**src/rtl/ram_arbiter.sv**
```systemverilog
// Round-robin arbiter sharing one single-port RAM between instruction fetch (port 0)
// and the load/store unit (port 1); one transaction at a time, IDLE -> ACCESS -> WAIT.
module ram_arbiter #(
   parameter int unsigned ADDR_W = 11,
   parameter int unsigned DATA_W = 64
) (
   input  logic              clk,
   input  logic              reset,
   input  logic              req0_valid,
   input  logic              req0_write,
   input  logic [ADDR_W-1:0] req0_addr,
   input  logic [DATA_W-1:0] req0_wdata,
   output logic              req0_ready,
   input  logic              req1_valid,
   input  logic              req1_write,
   input  logic [ADDR_W-1:0] req1_addr,
   input  logic [DATA_W-1:0] req1_wdata,
   output logic              req1_ready,
   output logic              rsp0_valid,
   output logic [DATA_W-1:0] rsp0_rdata,
   output logic              rsp1_valid,
   output logic [DATA_W-1:0] rsp1_rdata,
   output logic [ADDR_W-1:0] ram_address,
   output logic              ram_isReading,
   output logic [DATA_W-1:0] ram_dataIn,
   input  logic [DATA_W-1:0] ram_dataOut
);

   typedef enum logic [1:0] {S_IDLE, S_ACCESS, S_WAIT} state_t;

   state_t            state_q;
   logic              last_grant_q;
   logic              id_q;
   logic              write_q;
   logic [ADDR_W-1:0] addr_q;
   logic [DATA_W-1:0] wdata_q;
   logic              rsp0_valid_q;
   logic              rsp1_valid_q;
   logic [DATA_W-1:0] rsp0_rdata_q;
   logic [DATA_W-1:0] rsp1_rdata_q;

   logic              grant_valid;
   logic              grant_id;
   logic              hs;

   always_comb begin
      grant_valid = req0_valid | req1_valid;
      // On a tie the port that did not win last time gets the RAM.
      grant_id    = (req0_valid & req1_valid) ? ~last_grant_q : req1_valid;
      hs          = (state_q == S_IDLE) & grant_valid;
      req0_ready  = ~reset & hs & ~grant_id;
      req1_ready  = ~reset & hs &  grant_id;
   end

   always_ff @(posedge clk or posedge reset) begin
      if (reset) begin
         state_q      <= S_IDLE;
         last_grant_q <= 1'b1;
         id_q         <= 1'b0;
         write_q      <= 1'b0;
         addr_q       <= '0;
         wdata_q      <= '0;
         rsp0_valid_q <= 1'b0;
         rsp1_valid_q <= 1'b0;
         rsp0_rdata_q <= '0;
         rsp1_rdata_q <= '0;
      end else begin
         rsp0_valid_q <= 1'b0;
         rsp1_valid_q <= 1'b0;
         case (state_q)
            S_IDLE: begin
               if (hs) begin
                  id_q         <= grant_id;
                  write_q      <= grant_id ? req1_write : req0_write;
                  addr_q       <= grant_id ? req1_addr  : req0_addr;
                  wdata_q      <= grant_id ? req1_wdata : req0_wdata;
                  last_grant_q <= grant_id;
                  state_q      <= S_ACCESS;
               end
            end
            S_ACCESS: state_q <= S_WAIT;
            S_WAIT: begin
               if (id_q) begin
                  rsp1_valid_q <= 1'b1;
                  rsp1_rdata_q <= write_q ? '0 : ram_dataOut;
               end else begin
                  rsp0_valid_q <= 1'b1;
                  rsp0_rdata_q <= write_q ? '0 : ram_dataOut;
               end
               state_q <= S_IDLE;
            end
            default: state_q <= S_IDLE;
         endcase
      end
   end

   // Write enable decoded from state so an async reset kills it before the next edge.
   assign ram_isReading = ~((state_q == S_ACCESS) & write_q);
   assign ram_address   = addr_q;
   assign ram_dataIn    = wdata_q;
   assign rsp0_valid    = rsp0_valid_q;
   assign rsp1_valid    = rsp1_valid_q;
   assign rsp0_rdata    = rsp0_rdata_q;
   assign rsp1_rdata    = rsp1_rdata_q;

endmodule

```
**config.mk**
```make
export PLATFORM = sky130hd
export DESIGN_NAME = ram_arbiter
export DESIGN_NICKNAME = d
export VERILOG_FILES = /design/src/rtl/ram_arbiter.sv
export SDC_FILE = /design/constraint.sdc
export NUM_CORES = 1
export LEC_CHECK = 0
export ABC_AREA = 1
export CORE_AREA = 2 2 166 168
export DETAILED_ROUTE_END_ITERATION = 8
export DIE_AREA = 0 0 168 170
export PLACE_DENSITY = 0.72
export SLEW_MARGIN = 25
export SYNTH_ARGS = -nofsm -noshare
export SYNTH_HDL_FRONTEND = slang
export SYNTH_SLANG_ARGS = --single-unit
```
**constraint.sdc**
```tcl
create_clock -name clk -period 11.63 [get_ports clk]
set_input_delay 2.326 -clock clk [delete_from_list [all_inputs] [get_ports clk]]
set_output_delay 2.326 -clock clk [all_outputs]
set_load 0.03 [all_outputs]
```
==> Word-level counts from Yosys, hierarchy flattened <==
Cells that the tools add are included.
{ "word_totals": {"regBits": 210, "in_bits": 220, "output_inout_bits": 208} }
{ "classes": {"n_eq_ne": 3, "n_mux": 11, "bitwise_logic": 12, "reduce_logical": 4} }
{ "ops": {"columns": ["operator", "n"], "rows": [
  ["64-bit two-way mux", 2],
  ["11-bit two-way mux", 1],
  ["1-bit bitwise AND", 6],
  ["1-bit two-way mux", 6],
  ["2-bit AND reduction", 3],
  ["1-bit NOT", 5],
  ["2-bit case mux with 2 select lines", 1],
  ["2-bit by 1-bit == test with 1-bit output (second input constant)", 1],
  ["2-bit == test (second input constant)", 1],
  ["2-bit zero test", 1],
  ["2-bit two-way mux", 1],
  ["2-bit inequality test (second input constant)", 1],
  ["1-bit OR", 1]
]} }

==> Depth between registers and ports, before layout <==
{ "logic_depth": {"word_depth": 4, "ltp_mapped": 8, "mapped_depth_nobuf": 6} }

==> Worst setup path before layout <==
Ideal clock, no wire load.
{ "synth_timing": {"kind": "in2out", "start": "input req0_valid", "end": "output req1_ready", "arrival_time_ns": 3.370, "path_slack_ns": 5.934, "path_stages": 5, "n_path_buf": 2, "cell_sequence": "nand2_1 buf_2 buf_2 nand4_1 nor2_1"} }
{ "synth_between": {"elab_chain_cells": 4} }
{ "synth_rtl": {"columns": ["item", "line", "text"], "rows": [
  ["from (decl)", "9", "input logic req0_valid,"],
  ["1-bit OR", "47", "grant_valid = req0_valid | req1_valid;"],
  ["1-bit bitwise AND", "50", "hs = (state_q == S_IDLE) & grant_valid;"],
  ["1-bit bitwise AND", "52", "req1_ready = ~reset & hs & grant_id;"],
  ["1-bit bitwise AND *", "52", null],
  ["to (decl)", "18", "output logic req1_ready,"]
]} }
Mark *: on every way between the ends. The rest lies on a longest branch, timed or not.

==> Worst setup path after layout <==
Ends and elaborated chain as after synthesis.

==> metrics.cfg <==
[synthesis]
synth_top_area_cell = dfrtp_1
syn_inst = 1172
ys_warn_count = 0
ys_seq_area_frac = 0.547
syn-cell-area_um2 = 9620
ys_seq_elements = 210
syn_nets = 1392
netlist_top_cells_area = dfrtp_1 54%, nand2_1 16%, o21ai_0 6.4%
avgSynthCellArea_um2 = 8.21
yosysTopAreaCellShare = 0.544
synth_cell_types = 18

[layout]
syn_to_final_growth_pct = 54.1
final_nets = 1769
fin_util = 0.556
final_cell_count_no_fill = 1910
fillers = 2426
drive_gt1_frac = 0.0402

[clock_network]
tritoncts = done
post_cts_buffers = 0
clk_pin_slew_ns = 0.06
cts-buffers-inserted = 24
clock-root-buffer = clkbuf_16
h-tree-depth = 1
clock_latency_ns = 0.52
post_cts_resize_count = 0
clockBufferDepth = 3
hold_buffers = 0
clock_sinks = 210

[floorplanning]
num_io_pins = 428
die_area_um2 = 28600
die_h_um = 170
num_rows = 60
core_area_um2 = 26700
initial_core_util = 0.361
die_w_um = 168

[place]
dp_slack_ns = 4.60
place.port_buffers = 427
dp_hpwl_um = 22000
gp_congestion = 0.867
place_inst = 1864

[worst_setup_path]
crit_path_start = req0_valid
reg2reg_setup_slack_ns = 8.99
cp-endpoint = req1_ready
timing.rr.end = ram_address[1]$_DFFE_PP0P_
cp-end-kind = output pin
ff2ff_path_depth = 8
cp_max_fo = 77
r2r-start = state_q[0]$_DFFE_PP0P_
cp-start-kind = input pin
cp.required_ns = 9.30
critPathArrivalTime_ns = 4.71
crit_type = input pin to output pin

[timing]
finClkSkew_ns = 0.0188
drv_slew = 0
setup_ws_ns = 4.59
fin_crit_ns = 7.04
max_slew.worst_pin.slew_ns = 0.919
timing.final.crit_share = 0.605
rsz0062_at_grt = false
max-slew-margin-rel = 0.387
finalHoldViolations = 0
setup_tns_ns = 0
maxClockFrequency_mhz = 142
setup_viol = 0

[global_routing]
grt_overflow = 0
grt_max_degree = 136
grt_pass1_wl_um = 51100
grt_pass1_vias = 9303
antenna_found_initial = 3
grt_util_all_layers = 0.224

[power]
p_leak_nw = 6.96
ir_drop_v = 0.000258
p_per_area_nw_per_um2 = 286
combPwrFrac = 0.523
p_clk_frac = 0.180
p_sw_frac = 0.448
switching_power_mw = 1.90
power.share.sequential = 0.297
p_int_mw = 2.34

[routing]
ant_nets = 0
drtPass1Iterations = 4
wirelength_um = 32900
via_per_inst = 4.91
remaining_drc_errors = 0
vias = 9376
detail_route.wl_per_cell_um = 17.2
drtIter0Drc = 655

[worst_hold_path]
hold_path_class = register to register

[outcome]
status = completed

[flow_run]
cap_violations = 0

-- cell families (layout without fill, tap and decap cells) --
family	Yosys count	count (layout)	synth area share
buffers and inverters	222	617	0.0959
DFF	210	210	0.547
AOI/OAI and AO/OA	123	123	0.0640
other	0	2	0
and+or+nand+nor	617	617	0.294
-- synthesized netlist by cell type --
cell	count
buf_1	4
buf_2	41
buf_4	10
clkbuf_1	31
dfrtp_1	209
dfstp_2	1
inv_1	132
inv_2	4
nand2_1	408
nand2_2	2
nand3_1	76
nand3b_1	59
nand4_1	59
nor2_1	9
nor2_4	2
nor2_8	1
nor3_2	1
o21ai_0	123
-- cell type report --
type / count / area [um2] / area share
clock buffers: 32 / 641 / 0.0432
repair buffers: 437 / 4350 / 0.293
clock inverters: 12 / 154 / 0.0104
multi-input cells: 740 / 3460 / 0.234
diodes: 2 / 5.00 / 0.000338
well taps: 341 / 427 / 0.0288
inverters: 136 / 524 / 0.0354
flip-flops and latches: 210 / 5260 / 0.355
-- registers in the layout, summed over array words and instances, names as in the netlist, 2 cells and up --
name / cells
ram_dataIn: 64
ram_address: 11
rsp0_rdata: 64
rsp1_rdata: 64
state_q: 2
-- how the worst min path moves through the flow --
stage / from / end / slack (ns) / cells past startpoint
floorplan: state_q[1]$_DFFE_PP0P_ / state_q[1]$_DFFE_PP0P_ / 0.43 / 1
global placement: state_q[1]$_DFFE_PP0P_ / state_q[1]$_DFFE_PP0P_ / 0.46 / 1
finish: state_q[1]$_DFFE_PP0P_ / state_q[1]$_DFFE_PP0P_ / 0.46 / 1
global route: state_q[1]$_DFFE_PP0P_ / state_q[1]$_DFFE_PP0P_ / 0.49 / 1
detailed placement: state_q[1]$_DFFE_PP0P_ / state_q[1]$_DFFE_PP0P_ / 0.46 / 1
CTS: state_q[1]$_DFFE_PP0P_ / state_q[1]$_DFFE_PP0P_ / 0.46 / 1
-- critical path, cell delays in order --
cell and delay (ns):
clkdlybuf4s50_1 0.48, nand2_2 0.12, buf_4 0.64, nand4_1 0.29, nor2_1 0.17, clkdlybuf4s50_1 0.68
-- placed cells by master (no fill, tap or decap), drive strengths merged --
cell type / Yosys / layout
buf: 55 / 11
bufinv: 0 / 3
clkbuf: 31 / 32
clkdlybuf4s50: 0 / 426
clkinv: 0 / 8
clkinvlp: 0 / 3
dfrtp: 209 / 209
dfstp: 1 / 1
diode: 0 / 2
inv: 136 / 134
nand2: 410 / 410
nand3: 76 / 76
nand3b: 59 / 59
nand4: 59 / 59
nor2: 12 / 12
nor3: 1 / 1
o21ai: 123 / 123
-- power groups by stage --
stage	combinational, mW	sequential, mW	clock [mW]
detailed placement	2.22	1.26	0
floorplan	0.653	1.87	0
finish	2.22	1.26	0.763
CTS	2.23	1.26	0.786
global route	2.38	1.30	0.816
global placement	2.20	1.26	0
-- per-layer routing --
metal,wire (um),vias to the layer above,GRT usage,part of all wire
met5,0,-,0,0
met1,13000,4477,0.271,0.40
met2,15800,371,0.383,0.48
met4,865,0,0.0654,0.026
met3,3140,53,0.0735,0.096
li1,-,4475,-,-
-- through the flow --
stage | hold slack [ns] | total power [mW] | area [um2]
2_1_floorplan | 0.434 | 2.53 | 9620
3_3_place_gp | 0.458 | 3.45 | 14000
3_5_place_dp | 0.455 | 3.49 | 14000
4_1_cts | 0.464 | 4.28 | 14800
5_1_grt | 0.491 | 4.50 | 14800
6_report | 0.460 | 4.24 | 14800
(Power assumes the default switching activity.)
==> variant 1 (same flow settings) <==
The parameter `ADDR_W` goes from 11 to 10.
--- a/src/rtl/ram_arbiter.sv
+++ b/src/rtl/ram_arbiter.sv
@@ -2,5 +2,5 @@
 // and the load/store unit (port 1); one transaction at a time, IDLE -> ACCESS -> WAIT.
 module ram_arbiter #(
-   parameter int unsigned ADDR_W = 11,
+   parameter int unsigned ADDR_W = 10,
    parameter int unsigned DATA_W = 64
 ) (
Ports: changed (resized ram_address, req0_addr and req1_addr); port bits go from 428 to 425. The function was not compared with the original's and may differ.
==> variant 1 against the original RTL <==
- setup slack worse by 0.064 ns
- sequential cell count is 1 lower
- critical path depth stayed put
- area after synthesis is 0.60% lower
- cell count is 0.58% lower
- critical path type unchanged
- total power is 0.88% lower
- design area is 0.62% lower
- register-to-register slack better by 0.25 ns
- routed wire length is 1.4% lower
==> variant 1: results (changes against the original RTL) <==
metric	value	unit	change
nonclk buf count	436		-0.23%
Slew headroom	42.6	%	+3.9 points
Place WS	4.55	ns	-0.0501 ns
number of clock buffers in the layout	37		+16%
worst hold slack	0.476	ns	+0.0159 ns
drt total wl	32.4	mm	-1.4%
VDD IR max	251	uV	-2.6%
Post-DP Area	13900	sq um	-0.52%
Post-Syn Area per Cell	8.21	sq um	about the same
CP arrival	4.78	ns	+0.07 ns
Seq/total area	35.5	%	+0.050 points
Sw Share	44.8	%	about the same
Clock-cell share	5.28	%	-0.086 points
Pleak	6.94	nW	-0.21%
clock power share	17.7	%	-0.3 points
Hold Path Depth	2		+1
reg2reg end	ram_dataIn[6]		
post-synthesis compound-gate area fraction	6.44	%	+0.039 points
Worst Path Max Fanout	76		-1.3%
share of cells above drive strength 1	4.17	%	+0.15 points
buffer share of cell area	29.6	%	+0.24 points
post-synth net total	1383		-0.65%
Sequential Power Share	29.8	%	about the same
nets	1759		-0.57%
outcome	complete, no violations		
-- variant 1: how the worst max path moves through the flow --
stage	from	endpoint	slack [ns]	cells past startpoint
floorplan	reset	id_q	3.60	1
global placement	req0_valid	req1_ready	4.61	6
detailed placement	req0_valid	req1_ready	4.55	6
CTS	req0_valid	req1_ready	4.54	6
global route	req0_valid	req1_ready	4.46	6
finish	req0_valid	req1_ready	4.53	6
-- variant 1: worst reg2reg max path: cells and delay by family, from the launching register on --
kind | cells | cell delay (ns)
buf+inv | 4 | 1.27
simple gates | 4 | 0.55
flops | 1 | 0.44
-- variant 1: per-layer routing --
layer / part of all wire [%] / routed length [um] / up-vias / track usage (%)
li1: - / - / 4453 / -
met1: 39 / 12600 / 4382 / 25.7
met2: 48 / 15700 / 380 / 37.6
met3: 9.8 / 3190 / 56 / 7.42
met4: 2.8 / 920 / 0 / 6.92
met5: 0 / 0 / - / 0
==> variant 2 (same flow settings) <==
Made on the original files. Re-encode `state_t` (3 states) as one-hot, 3 bits wide.
--- a/src/rtl/ram_arbiter.sv
+++ b/src/rtl/ram_arbiter.sv
@@ -27,5 +27,5 @@
 );
 
-   typedef enum logic [1:0] {S_IDLE, S_ACCESS, S_WAIT} state_t;
+   typedef enum logic [2:0] {S_IDLE = 3'b001, S_ACCESS = 3'b010, S_WAIT = 3'b100} state_t;
 
    state_t            state_q;
Formal check against the unedited RTL: same outputs for any inputs over 4 cycles, from zero or initial values and one cycle with reset high; so few cycles prove little.
==> variant 2 against the original RTL <==
- area after synthesis down 6.0%
- register-to-register slack better by 0.40 ns
- hold slack better by 0.016 ns
- largest power group unchanged
- critical endpoint is now req0_ready
- sequential cell count up 1
- total power down 0.64%
- design area down 4.7%
- first-iteration DRC count down 13%
- clock skew down 0.0030 ns
- maximum frequency up 7.8%
- largest cell class unchanged
- die area unchanged
- routed wire length down 10%
- setup slack better by 0.51 ns
- highest routed layer is now met5
- count of clock-buffer cells in the layout unchanged
==> variant 2: results (changes against the original RTL) <==
metric	value	unit	change
outcome	complete, no violations		
Finished Cell Area	14100	sq um	-4.7%
DR vias	8748		-6.7%
Hold Path Depth	2		+1
commonest cells in the netlist	581 x nand2_1, 209 x dfrtp_1, 111 x o21ai_1		
Max Clk Rate	153	MHz	+7.8%
synth top area cells	dfrtp_1 58%, nand2_1 24%, o21ai_1 6.1%, nand3_1 4.3%, buf_2 1.9%		
Setup Skew	0.0158	ns	-0.00302 ns
Clock Latency Late Sink	0.50	ns	-0.02 ns
VDD IR max	202	uV	-22%
Place WS	5.05	ns	+0.448 ns
nets	1702		-3.8%
reg2reg end	ram_dataIn[25]		
post-synth net total	1315		-5.5%
Worst setup endpoint	req0_ready		
Pleak	6.83	nW	-1.8%
number of fill cells	2484		+2.4%
largest net degree at the start of global routing	103		-24%
worst hold slack	0.475	ns	+0.0155 ns
clock buffer count from CTS	23		-4.2%
hold endpoint	ram_dataIn[0]		
start point of the critical path	reset		
clk pwr	0.690	mW	-9.6%
clock power share	16.4	%	-1.6 points
worst r2r src	state_q[2]		
routability congestion estimate	0.771		-11%
antenna violations before repair	2		-1
Net Switching	1.85	mW	-2.4%
first-pass GRT wire length	46.9	mm	-8.1%
variant 2: final cells by class:
type	count	share of cell area, %
sequential	211	37.4
timing repair buffer	437	30.8
multi-input combinational	798	23.4
clock buffer	32	4.53
tap	341	3.02
clock inverter	8	0.479
inverter	11	0.346
antenna	1	0.0177
variant 2: layer usage:
metal | vias to the layer above | GRT usage [%] | part of all wire (%)
li1 | 4235 | - | -
met1 | 4060 | 24.7 | 39
met5 | - | 0 | 0.091
met4 | 4 | 6.20 | 2.7
met2 | 396 | 34.8 | 48
met3 | 53 | 6.53 | 10
variant 2: kinds of logic (layout without fill, tap and decap cells):
group / count (synthesis) / in the layout / synth area share (%)
other: 0 / 1 / 0
AOI/OAI and AO/OA: 128 / 128 / 7.09
DFF: 211 / 211 / 58.4
and+or+nand+nor: 670 / 670 / 29.2
buffers and inverters: 86 / 488 / 5.30
variant 2: critical path, delay by kind of cell:
family / cells / cell delay (ns)
AND/OR/NAND/NOR: 2 / 0.24
buffers and inverters: 3 / 1.62
